$ cat config.mk
export PLATFORM = sky130hd
export DESIGN_NAME = d_ledbar_seq
export DESIGN_NICKNAME = d
export VERILOG_FILES = /design/src/rtl/d_ledbar_seq_pkg.sv /design/src/rtl/d_ledbar_seq_step.sv /design/src/rtl/d_ledbar_seq.sv
export SDC_FILE = /design/constraint.sdc
export NUM_CORES = 1
export LEC_CHECK = 0
export ABC_AREA = 1
export CAP_MARGIN = 10
export CORE_MARGIN = 2
export CORE_UTILIZATION = 43
export CTS_CLUSTER_DIAMETER = 150
export CTS_CLUSTER_SIZE = 24
export DETAILED_ROUTE_END_ITERATION = 6
export HOLD_SLACK_MARGIN = 0.1
export PLACE_DENSITY = 0.66
export RECOVER_POWER = 25
export SLEW_MARGIN = 10
export SYNTH_ARGS = -nofsm -noshare
export SYNTH_HDL_FRONTEND = slang
export SYNTH_SLANG_ARGS = --single-unit
$ cat constraint.sdc
create_clock -name clk_i -period 3.15 [get_ports clk_i]
set_clock_uncertainty 0.15 [all_clocks]
set_input_delay 0.7875 -clock clk_i [delete_from_list [all_inputs] [get_ports clk_i]]
set_output_delay 0.7875 -clock clk_i [all_outputs]
set_load 0.005 [all_outputs]
$ cat src/rtl/d_ledbar_seq_pkg.sv
// Shared FSM/mode types, CTRL field positions and register addresses for the
// LED-bar sequencer.
package d_ledbar_seq_pkg;

  typedef enum logic [1:0] {
    ST_IDLE = 2'd0,
    ST_LOAD = 2'd1,
    ST_RUN  = 2'd2
  } state_e;

  typedef enum logic [1:0] {
    MODE_ROL    = 2'b00,
    MODE_ROR    = 2'b01,
    MODE_BOUNCE = 2'b10,
    MODE_BLINK  = 2'b11
  } mode_e;

  localparam int CTRL_EN_BIT     = 0;
  localparam int CTRL_MODE_LSB   = 1;
  localparam int CTRL_MODE_MSB   = 2;
  localparam int CTRL_RELOAD_LSB = 8;
  localparam int CTRL_RELOAD_MSB = 31;

  // Reserved CTRL bits [7:3] are never stored, so they always read back as 0.
  localparam logic [31:0] CTRL_WR_MASK = 32'hFFFF_FF07;

  localparam logic ADDR_CTRL    = 1'b0;
  localparam logic ADDR_PATTERN = 1'b1;

  localparam logic DIR_LEFT  = 1'b0;
  localparam logic DIR_RIGHT = 1'b1;

  function automatic logic [31:0] be_merge(input logic [31:0] old_v,
                                           input logic [31:0] new_v,
                                           input logic [3:0]  be);
    logic [31:0] r;
    r = old_v;
    for (int i = 0; i < 4; i++) begin
      if (be[i]) r[i*8 +: 8] = new_v[i*8 +: 8];
    end
    return r;
  endfunction

endpackage

$ cat src/rtl/d_ledbar_seq_step.sv
// One sequencer step: next pattern, bounce direction and blink phase for the
// current MODE. Blink phase ports exist only when LEDSEQ_BLINK_EN is defined.
module d_ledbar_seq_step
  import d_ledbar_seq_pkg::*;
(
`ifdef LEDSEQ_BLINK_EN
  input  logic        phase_i,
  output logic        phase_o,
`endif
  input  logic [31:0] pat_i,
  input  logic        dir_i,
  input  mode_e       mode_i,
  output logic [31:0] pat_o,
  output logic        dir_o,
  output logic [31:0] led_o,
  output logic        pulse_en_o
);

  always_comb begin
    pat_o      = pat_i;
    dir_o      = dir_i;
    led_o      = pat_i;
    pulse_en_o = 1'b1;
`ifdef LEDSEQ_BLINK_EN
    phase_o    = phase_i;
`endif
    case (mode_i)
      MODE_ROL: pat_o = {pat_i[30:0], pat_i[31]};
      MODE_ROR: pat_o = {pat_i[0], pat_i[31:1]};
      MODE_BOUNCE: begin
        // Reversal happens in the same step that hits the edge bit.
        if (pat_i != 32'd0) begin
          if (dir_i == DIR_LEFT) begin
            if (pat_i[31]) begin
              dir_o = DIR_RIGHT;
              pat_o = {1'b0, pat_i[31:1]};
            end else begin
              pat_o = {pat_i[30:0], 1'b0};
            end
          end else begin
            if (pat_i[0]) begin
              dir_o = DIR_LEFT;
              pat_o = {pat_i[30:0], 1'b0};
            end else begin
              pat_o = {1'b0, pat_i[31:1]};
            end
          end
        end
      end
      default: begin
`ifdef LEDSEQ_BLINK_EN
        phase_o = ~phase_i;
`else
        pulse_en_o = 1'b0;
`endif
      end
    endcase

    if (mode_i == MODE_BLINK) begin
`ifdef LEDSEQ_BLINK_EN
      led_o = phase_i ? pat_i : 32'd0;
`endif
    end else begin
      led_o = pat_o;
    end
  end

endmodule

$ cat src/rtl/d_ledbar_seq.sv
// CPU-programmable pattern sequencer that periodically writes a d_ledbar.
// Optional blink mode is compiled in with LEDSEQ_BLINK_EN (otherwise MODE 11 holds).
module d_ledbar_seq
  import d_ledbar_seq_pkg::*;
#(
  parameter logic [31:0] SEED_RST = 32'h0000_0001
) (
  input  logic        clk_i,
  input  logic        rst_in,
  input  logic        we_i,
  input  logic        addr_i,
  input  logic        be0_i,
  input  logic        be1_i,
  input  logic        be2_i,
  input  logic        be3_i,
  input  logic [31:0] din_i,
  output logic [31:0] drd_o,
  output logic        led_we_o,
  output logic [3:0]  led_be_o,
  output logic [31:0] led_din_o,
  output logic        busy_o
);

  state_e      state_q, state_d;
  logic [31:0] ctrl_q, ctrl_d;
  logic [31:0] pattern_q, pattern_d;
  logic [31:0] pat_q, pat_d;
  logic [23:0] cnt_q, cnt_d;
  logic        dir_q, dir_d;
  logic        led_we_q, led_we_d;
  logic [31:0] led_din_q, led_din_d;
`ifdef LEDSEQ_BLINK_EN
  logic        phase_q, phase_d;
  logic        step_phase;
`endif

  logic [3:0]  be;
  logic        wr_ctrl, wr_pat, running, expire, load_req, stop_req;
  logic [23:0] reload, reload_last;
  mode_e       mode;
  logic [31:0] step_pat, step_led;
  logic        step_dir, step_pulse_en;

  assign be        = {be3_i, be2_i, be1_i, be0_i};
  assign wr_ctrl   = we_i && (addr_i == ADDR_CTRL);
  assign wr_pat    = we_i && (addr_i == ADDR_PATTERN);
  assign ctrl_d    = wr_ctrl ? (be_merge(ctrl_q, din_i, be) & CTRL_WR_MASK) : ctrl_q;
  assign pattern_d = wr_pat ? be_merge(pattern_q, din_i, be) : pattern_q;

  assign running     = (state_q != ST_IDLE);
  assign mode        = mode_e'(ctrl_q[CTRL_MODE_MSB:CTRL_MODE_LSB]);
  assign reload      = ctrl_q[CTRL_RELOAD_MSB:CTRL_RELOAD_LSB];
  assign reload_last = (reload == 24'd0) ? 24'd0 : reload - 24'd1;
  assign expire      = (cnt_q >= reload_last);
  assign stop_req    = wr_ctrl && !ctrl_d[CTRL_EN_BIT];
  assign load_req    = (wr_pat && running) || (wr_ctrl && ctrl_d[CTRL_EN_BIT] && !running);

  d_ledbar_seq_step u_step (
`ifdef LEDSEQ_BLINK_EN
    .phase_i    (phase_q),
    .phase_o    (step_phase),
`endif
    .pat_i      (pat_q),
    .dir_i      (dir_q),
    .mode_i     (mode),
    .pat_o      (step_pat),
    .dir_o      (step_dir),
    .led_o      (step_led),
    .pulse_en_o (step_pulse_en)
  );

  always_comb begin
    state_d   = state_q;
    pat_d     = pat_q;
    cnt_d     = cnt_q;
    dir_d     = dir_q;
    led_we_d  = 1'b0;
    led_din_d = led_din_q;
`ifdef LEDSEQ_BLINK_EN
    phase_d   = phase_q;
`endif
    if (stop_req) begin
      state_d = ST_IDLE;
    end else if (load_req) begin
      state_d   = ST_LOAD;
      pat_d     = pattern_d;
      cnt_d     = 24'd0;
      dir_d     = DIR_LEFT;
      led_we_d  = 1'b1;
      led_din_d = pattern_d;
`ifdef LEDSEQ_BLINK_EN
      phase_d   = 1'b0;
`endif
    end else if (running) begin
      state_d = ST_RUN;
      if (expire) begin
        cnt_d = 24'd0;
        // A CPU write on the expiry edge drops this step; the interval restarts.
        if (!we_i && step_pulse_en) begin
          pat_d     = step_pat;
          dir_d     = step_dir;
          led_we_d  = 1'b1;
          led_din_d = step_led;
`ifdef LEDSEQ_BLINK_EN
          phase_d   = step_phase;
`endif
        end
      end else begin
        cnt_d = cnt_q + 24'd1;
      end
    end
  end

  always_ff @(posedge clk_i or negedge rst_in) begin
    if (!rst_in) begin
      state_q   <= ST_IDLE;
      ctrl_q    <= 32'd0;
      pattern_q <= SEED_RST;
      pat_q     <= 32'd0;
      cnt_q     <= 24'd0;
      dir_q     <= DIR_LEFT;
      led_we_q  <= 1'b0;
      led_din_q <= 32'd0;
`ifdef LEDSEQ_BLINK_EN
      phase_q   <= 1'b0;
`endif
    end else begin
      state_q   <= state_d;
      ctrl_q    <= ctrl_d;
      pattern_q <= pattern_d;
      pat_q     <= pat_d;
      cnt_q     <= cnt_d;
      dir_q     <= dir_d;
      led_we_q  <= led_we_d;
      led_din_q <= led_din_d;
`ifdef LEDSEQ_BLINK_EN
      phase_q   <= phase_d;
`endif
    end
  end

  assign drd_o     = (addr_i == ADDR_CTRL) ? ctrl_q : (running ? pat_q : pattern_q);
  assign led_we_o  = led_we_q;
  assign led_be_o  = 4'hF;
  assign led_din_o = led_din_q;
  assign busy_o    = running;

endmodule

==> out/qor.csv <==
metric;value;unit
worstSetupEndpointType;flop;
drcViolationCount;0;
clkTransAtPathRegs;0.07;ns
worst_slew_pin_slew;1.26;ns
setup_violations;82;
placed_area;11400;µm²
antenna_found_initial;0;
ctsHtreeMaxLevel;4;
min_period;3.20;ns
fp-row-count;54;
max-cap-violations;0;
die_area;23200;µm²
start_kind;flop;
die_w;152;µm
drv_slew;0;
drt_wl_total;33100;µm
required;3.33;ns
cts_sinks;151;
yosysUniqueCellTypes;37;
yosysWarnings;0;
insertion_delay;0.44;ns
area_growth;43.7;%
syn_area;9460;µm²
grt.busiest_layer;met2;
rsz0062_at_grt;yes;
max_freq;312;MHz
die-height;152;µm
ir_drop;576;µV
gp_congestion;0.902;
status;finished with violations;
ioPinCount;110;
grt_overflow;0;
met3_usage;4.61;%
synth.ff_latch_count;151;
cts_tree;built;
hp-class;reg2reg;
numPortBuffers;105;
grt_pass1_wl;52400;µm
grt_use_total;28.1;%
grt_max_degree;55;
postRouteAntennaNets;0;
diodes;0;
drt_iter0_drc;980;
netlist_instances;1373;
core_area;21700;µm²
dr.pass1.iters;5;
use_met2;48.1;%
via_count;10300;
gr-usage-met1;35.7;%
start_util;43.6;%
failed_checks;setup timing;
avgSynthCellArea;6.89;µm²
cts_buffer_depth;2;
powerDensity;732;nW/µm²
hpwl;22000;µm
layout-drive-gt1-share;24.0;%
hold_viol;0;
crit_type;reg2reg;
fin_tns_setup;-2.31;ns
ys_seq_area_share;39.9;%
arrival;3.39;ns
grt_pass1_vias;9940;
path_max_fanout;6;
nets;1647;
max_slew_margin;16.0;%
cts_buffers;17;
vias_per_cell;5.48;
power.leakage;6.69;nW
wl_per_cell;17.7;µm
final_cell_area;13600;µm²
worst_slack;-0.0539;ns
clockRootBuffer;clkbuf_16;
finalCritPeriodShare;102;%
==> kinds of logic after synthesis <==
family                     synth area share (%)
AOI/OAI and AO/OA                          18.9
xor gates and xnor gates                   1.57
adders and majority gates                  3.57
buffers and inverters                      8.85
DFF                                        39.9
other                                    0.0396
and+or+nand+nor                            27.2
==> cell usage in the layout, fill, tap and decap left out, drive strengths merged, types with 14 or more instances in the layout <==
| cell type | synthesis | layout |
|---|---|---|
| dlygate4sd2 | 0 | 21 |
| nand4 | 23 | 23 |
| buf | 37 | 142 |
| nor3 | 15 | 15 |
| xor2 | 14 | 14 |
| a21oi | 82 | 82 |
| inv | 127 | 134 |
| nand3 | 48 | 48 |
| dfrtp | 150 | 150 |
| clkdlybuf4s50 | 0 | 79 |
| o21ai | 243 | 243 |
| clkbuf | 29 | 21 |
| nor2 | 91 | 91 |
| nand2 | 457 | 457 |
| ha | 27 | 27 |
==> per-stage QoR <==
| step | utilization (%) | power (W) | setup WS [ns] | hold WS (ns) | cells |
|---|---|---|---|---|---|
| floorplan | - | 0.00501 | 0.0813 | 0.303 | 1376 |
| finish | 62.7 | 0.00996 | -0.0539 | 0.342 | 1873 |
| CTS | 60.3 | 0.00949 | -0.167 | 0.152 | 1867 |
| global route | 62.7 | 0.0106 | -0.265 | 0.363 | 1873 |
| detailed placement | 52.6 | 0.00676 | -0.321 | 0.315 | 1801 |
| global placement | 52.6 | 0.00672 | -0.278 | 0.313 | 1801 |
==> area by class of cell <==
| cell class | instances | area, µm² |
|---|---|---|
| clock inverters | 15 | 186 |
| flip-flops and latches | 151 | 3780 |
| clock buffers | 17 | 425 |
| multi-input cells | 1030 | 5780 |
| inverters | 129 | 512 |
| repair buffers | 251 | 2560 |
| fillers | 1874 | 8090 |
| well taps | 280 | 350 |
==> Yosys cell counts, drive strengths merged <==
library cell | n | share of area, %
o22ai | 1 | 0.066
a21boi | 2 | 0.16
ha | 27 | 3.6
nor3 | 15 | 0.79
nor2 | 91 | 3.8
o21bai | 2 | 0.16
a21o | 2 | 0.16
o211ai | 6 | 0.48
xor2 | 14 | 1.3
o31ai | 2 | 0.16
o2bb2ai | 1 | 0.093
nand4 | 23 | 1.5
clkinv | 2 | 0.079
o21ai | 243 | 13
or2 | 1 | 0.066
a21oi | 82 | 4.3
nand2 | 457 | 18
dfrtp | 150 | 40
nor4 | 3 | 0.20
xnor2 | 3 | 0.28
a221oi | 3 | 0.28
dfstp | 1 | 0.28
conb | 1 | 0.040
buf | 37 | 2.6
inv | 127 | 5.0
clkbuf | 29 | 1.2
nand3 | 48 | 2.6
==> repair_timing <==
item                       in CTS  in global routing
buffers inserted               22                 11
setup endpoints to repair     121                 96
cloned                         12                  3
pin swaps                      20                 80
hold buffers                    0                  0
resized for setup             185                167
==> worst max-delay path, stage by stage, from the launching register on <==
cell and delay, ns:
dfrtp_1 0.39, inv_2 0.10, nand3_2 0.11, nor2_4 0.15
inv_2 0.07, nor2_4 0.12, inv_4 0.06, buf_6 0.11
o31ai_2 0.16, nand3_1 0.14, ha_1 0.33, nand2_1 0.08
nand2_1 0.05, nand3_1 0.06, nand2_1 0.08, nand2_2 0.08
nand2_2 0.07, nor2_4 0.11, nand3_4 0.16, nand2_8 0.15
inv_12 0.06, buf_12 0.14, nand2_1 0.09, nand2_1 0.07
==> layer usage <==
layer	share of wire, %	vias to the layer above	wire (µm)
li1	-	4906	-
met2	50	424	16500
met4	3.3	0	1100
met5	0	-	0
met1	40	4846	13400
met3	6.3	85	2070
==> state kept, by name, indices dropped and copies added, names as in the netlist <==
signal     flops
cnt_q         24
ctrl_q        27
dir_q          1
led_din_o     32
led_we_o       1
pat_q         32
pattern_q     32
state_q        2
==> power breakdown <==
part	total (W)	internal [W]	switching, W
clock	0.00216	0.00121	0.000957
sequential	0.00304	0.00245	0.000594
combinational	0.00475	0.00212	0.00263
total	0.00996	0.00577	0.00418
==> final timing paths <==
path / start / endpoint / slack, ns / cells past startpoint
setup / recovery: ctrl_q[9]$_DFFE_PN0P_ / pat_q[25]$_DFFE_PN0P_ / -0.05 / 23
hold / removal: led_din_o[28]$_DFFE_PN0P_ / led_din_o[28]$_DFFE_PN0P_ / 0.34 / 2
setup reg to reg: ctrl_q[9]$_DFFE_PN0P_ / pat_q[25]$_DFFE_PN0P_ / -0.05 / 23
hold reg to reg: led_din_o[28]$_DFFE_PN0P_ / led_din_o[28]$_DFFE_PN0P_ / 0.34 / 2
max in group asynchronous: rst_in / pattern_q[16]$_DFF_PN0_ / 0.51 / 2
min in group asynchronous: rst_in / ctrl_q[10]$_DFFE_PN0P_ / 0.46 / 1
No activity file was read; power rests on OpenSTA's default activity.
==> RTL edit: new RTL, config.mk and constraints unchanged <==
The option `LEDSEQ_BLINK_EN` is turned on by a define.
--- a/src/rtl/d_ledbar_seq_step.sv
+++ b/src/rtl/d_ledbar_seq_step.sv
@@ -1,5 +1,7 @@
 // One sequencer step: next pattern, bounce direction and blink phase for the
 // current MODE. Blink phase ports exist only when LEDSEQ_BLINK_EN is defined.
+`define LEDSEQ_BLINK_EN
+
 module d_ledbar_seq_step
   import d_ledbar_seq_pkg::*;
 (
Behaviour: not the same (Yosys sat finds a counterexample within 4 cycles, from zero or initial values and one cycle with rst_in low).
==> RTL edit against the unedited design <==
- the flow still finishes with violations (setup timing)
- cell area up 3.1%
- hold slack got worse by 0.0094 ns
- sequential cell count grew 1
- worst setup slack better by 0.016 ns
- total power shrank 3.7%
- wire length is 6.9% higher
- synthesized area rose by 8.1%
- sequential share of layout area down 0.65 points
==> RTL edit: results (changes against the unedited design) <==
** Status
- Run status :: finished, violations left (unchanged)
- Violations in the final reports: setup timing (unchanged).

** Yosys
- Register area share after synthesis :: 37.2% (was 39.9%)
- Compound-Gate Fraction of Synth Area :: 17.6% (was 18.9%)
- Synth warnings :: 0 (unchanged)
- The synthesized instance count was 1527 (was 1373).
- Count of different cell masters after synthesis :: 34 (was 37)
- Most common library cells after synthesis: sky130_fd_sc_hd__nand2_1, sky130_fd_sc_hd__o21ai_0, sky130_fd_sc_hd__inv_1 (was sky130_fd_sc_hd__nand2_1, sky130_fd_sc_hd__o21ai_0, sky130_fd_sc_hd__dfrtp_1).
- The arithmetic-cell share of the synthesized area counting full adders, half adders and majority gates is 3.30% (was 3.57%).
- Biggest area contributors in the synthesized netlist :: sky130_fd_sc_hd__dfrtp_1, sky130_fd_sc_hd__nand2_1, sky130_fd_sc_hd__o21ai_0, sky130_fd_sc_hd__inv_1, sky130_fd_sc_hd__nand3_1 (was sky130_fd_sc_hd__dfrtp_1, sky130_fd_sc_hd__nand2_1, sky130_fd_sc_hd__o21ai_0, sky130_fd_sc_hd__inv_1, sky130_fd_sc_hd__a21oi_1)
- Xor and xnor fraction of the mapped netlist area :: 1.63% (was 1.57%)

** Global routing
- The number of antenna violations at the first check in global routing is 1 (was 0).
- The first-pass GRT wire length is 52600 um (was 52400 um).
- The number of global-route vias before repair is 10200 (was 9940).
- The maximum number of pins on one net before global-route repair is 52 (was 55).
- Aggregate global-route resource usage :: 26.9% (was 28.1%)

** Setup path
- The reg-to-reg critical path startpoint is ctrl_q[15] (was ctrl_q[9]).
- The arrival time reported for the critical path endpoint was 3.35 ns (was 3.39 ns).
- Top fanout value on the critical path :: 8 (was 6)
- Maximum cell stage delay along the critical path :: 0.43 ns (was 0.39 ns)

** Drt
- Iter 0 DRT Violations :: 882 (was 980)
- The first-pass iteration count of the detailed router was 6 (was 5).
- Via count :: 11200 (was 10300)
- The final routed wire length divided by cell count was 17.5 um (was 17.7 um).

** Pwr
- Switching power summed over all nets :: 0.00405 W (was 0.00418 W)
- The largest voltage drop on the vdd net was 0.000386 V (was 0.000576 V).

** Clocking
- TritonCTS buffer count :: 17 (unchanged)

** Timing
- Final setup viols :: 24 (was 82)
- Post-route worst setup slack :: -0.0381 ns (was -0.0539 ns)

** Layout
- The filler cell count in the final layout came to 2114 (was 1874).

** Placement
- Placed Instances :: 1973 (was 1801)
- The total half-perimeter wirelength after legalization and detailed placement was 24300 um (was 22000 um).
- The global placement routability congestion was 0.904 (was 0.902).

** Worst hold path
- The startpoint of the most critical hold path was led_din_o[21] (was led_din_o[28]).
-- RTL edit: changes by cell type in the layout (fill, tap and decap cells not counted), sizes merged, moves of 34 or more --
cell and delta:
o21ai -44, a21oi -40, nand3 +60, buf -34
inv +38
-- RTL edit: power by group through the flow --
stage | Combinational [W] | Clock [W] | Sequential (W)
after global routing | 0.00491 | 0.00236 | 0.00293
final | 0.00447 | 0.00224 | 0.00288
after CTS | 0.00384 | 0.00226 | 0.00278
after floorplan | 0.00220 | 0 | 0.00274
after detailed placement | 0.00384 | 0 | 0.00281
after global placement | 0.00378 | 0 | 0.00280
-- RTL edit: final timing paths --
path	to	slack, ns	cells past startpoint
worst max register to register	pat_q[13]	-0.04	19
worst max-delay path	pat_q[13]	-0.04	19
max in group asynchronous	led_din_o[31]	0.69	2
min in group asynchronous	cnt_q[9]	0.54	1
worst min register to register	led_din_o[21]	0.33	2
worst min-delay path	led_din_o[21]	0.33	2
-- RTL edit: per-layer routing --
metal | share of wire [%] | vias up | routed length, um | global-route usage [%]
met3 | 7.6 | 81 | 2700 | 4.82
met2 | 47 | 494 | 16800 | 44.5
li1 | - | 5328 | - | -
met5 | 0.028 | - | 10 | 0
met1 | 42 | 5293 | 14900 | 35.9
met4 | 3.0 | 2 | 1050 | 8.54
-- RTL edit: final cells by class --
class | instances | share of cell area (%)
Clock inverter | 15 | 1.49
Tap cell | 319 | 2.85
Timing Repair Buffer | 223 | 16.5
Clock buffer | 17 | 3.04
Multi-Input combinational cell | 1134 | 44.3
Sequential cell | 152 | 27.2
Inverter | 168 | 4.62
-- RTL edit: kinds of logic after synthesis --
| group | Yosys count |
|---|---|
| xor+xnor | 19 |
| other cells | 1 |
| buf+inv | 245 |
| fa+ha+maj | 27 |
| compound gates | 326 |
| flops | 152 |
| simple gates | 757 |
-- RTL edit: repair_timing --
action,CTS,global route
gates cloned,0,14
pin swaps,11,49
setup buffers,1,8
gates resized for setup,31,259
endpoints found under the setup margin,107,102
-- RTL edit: worst min-delay path, stage by stage, from the launching register on --
cell	delay [ns]
sky130_fd_sc_hd__dfrtp_1	0.36
sky130_fd_sc_hd__nand2_2	0.05
sky130_fd_sc_hd__nand2_1	0.04
-- RTL edit: metrics by stage --
stage | area [um2] | power, W | setup WS (ns) | util (%) | TNS [ns]
4_1_cts | 12800 | 0.00888 | 0.00214 | 54.8 | 0
6_report | 14000 | 0.00959 | -0.0381 | 59.9 | -0.327
3_5_place_dp | 12200 | 0.00664 | -0.329 | 52.1 | -15.62
5_1_grt | 14000 | 0.0102 | -0.215 | 59.9 | -14.58
2_1_floorplan | 10200 | 0.00494 | 0.153 | - | 0
3_3_place_gp | 12200 | 0.00659 | -0.334 | 52.1 | -14.86
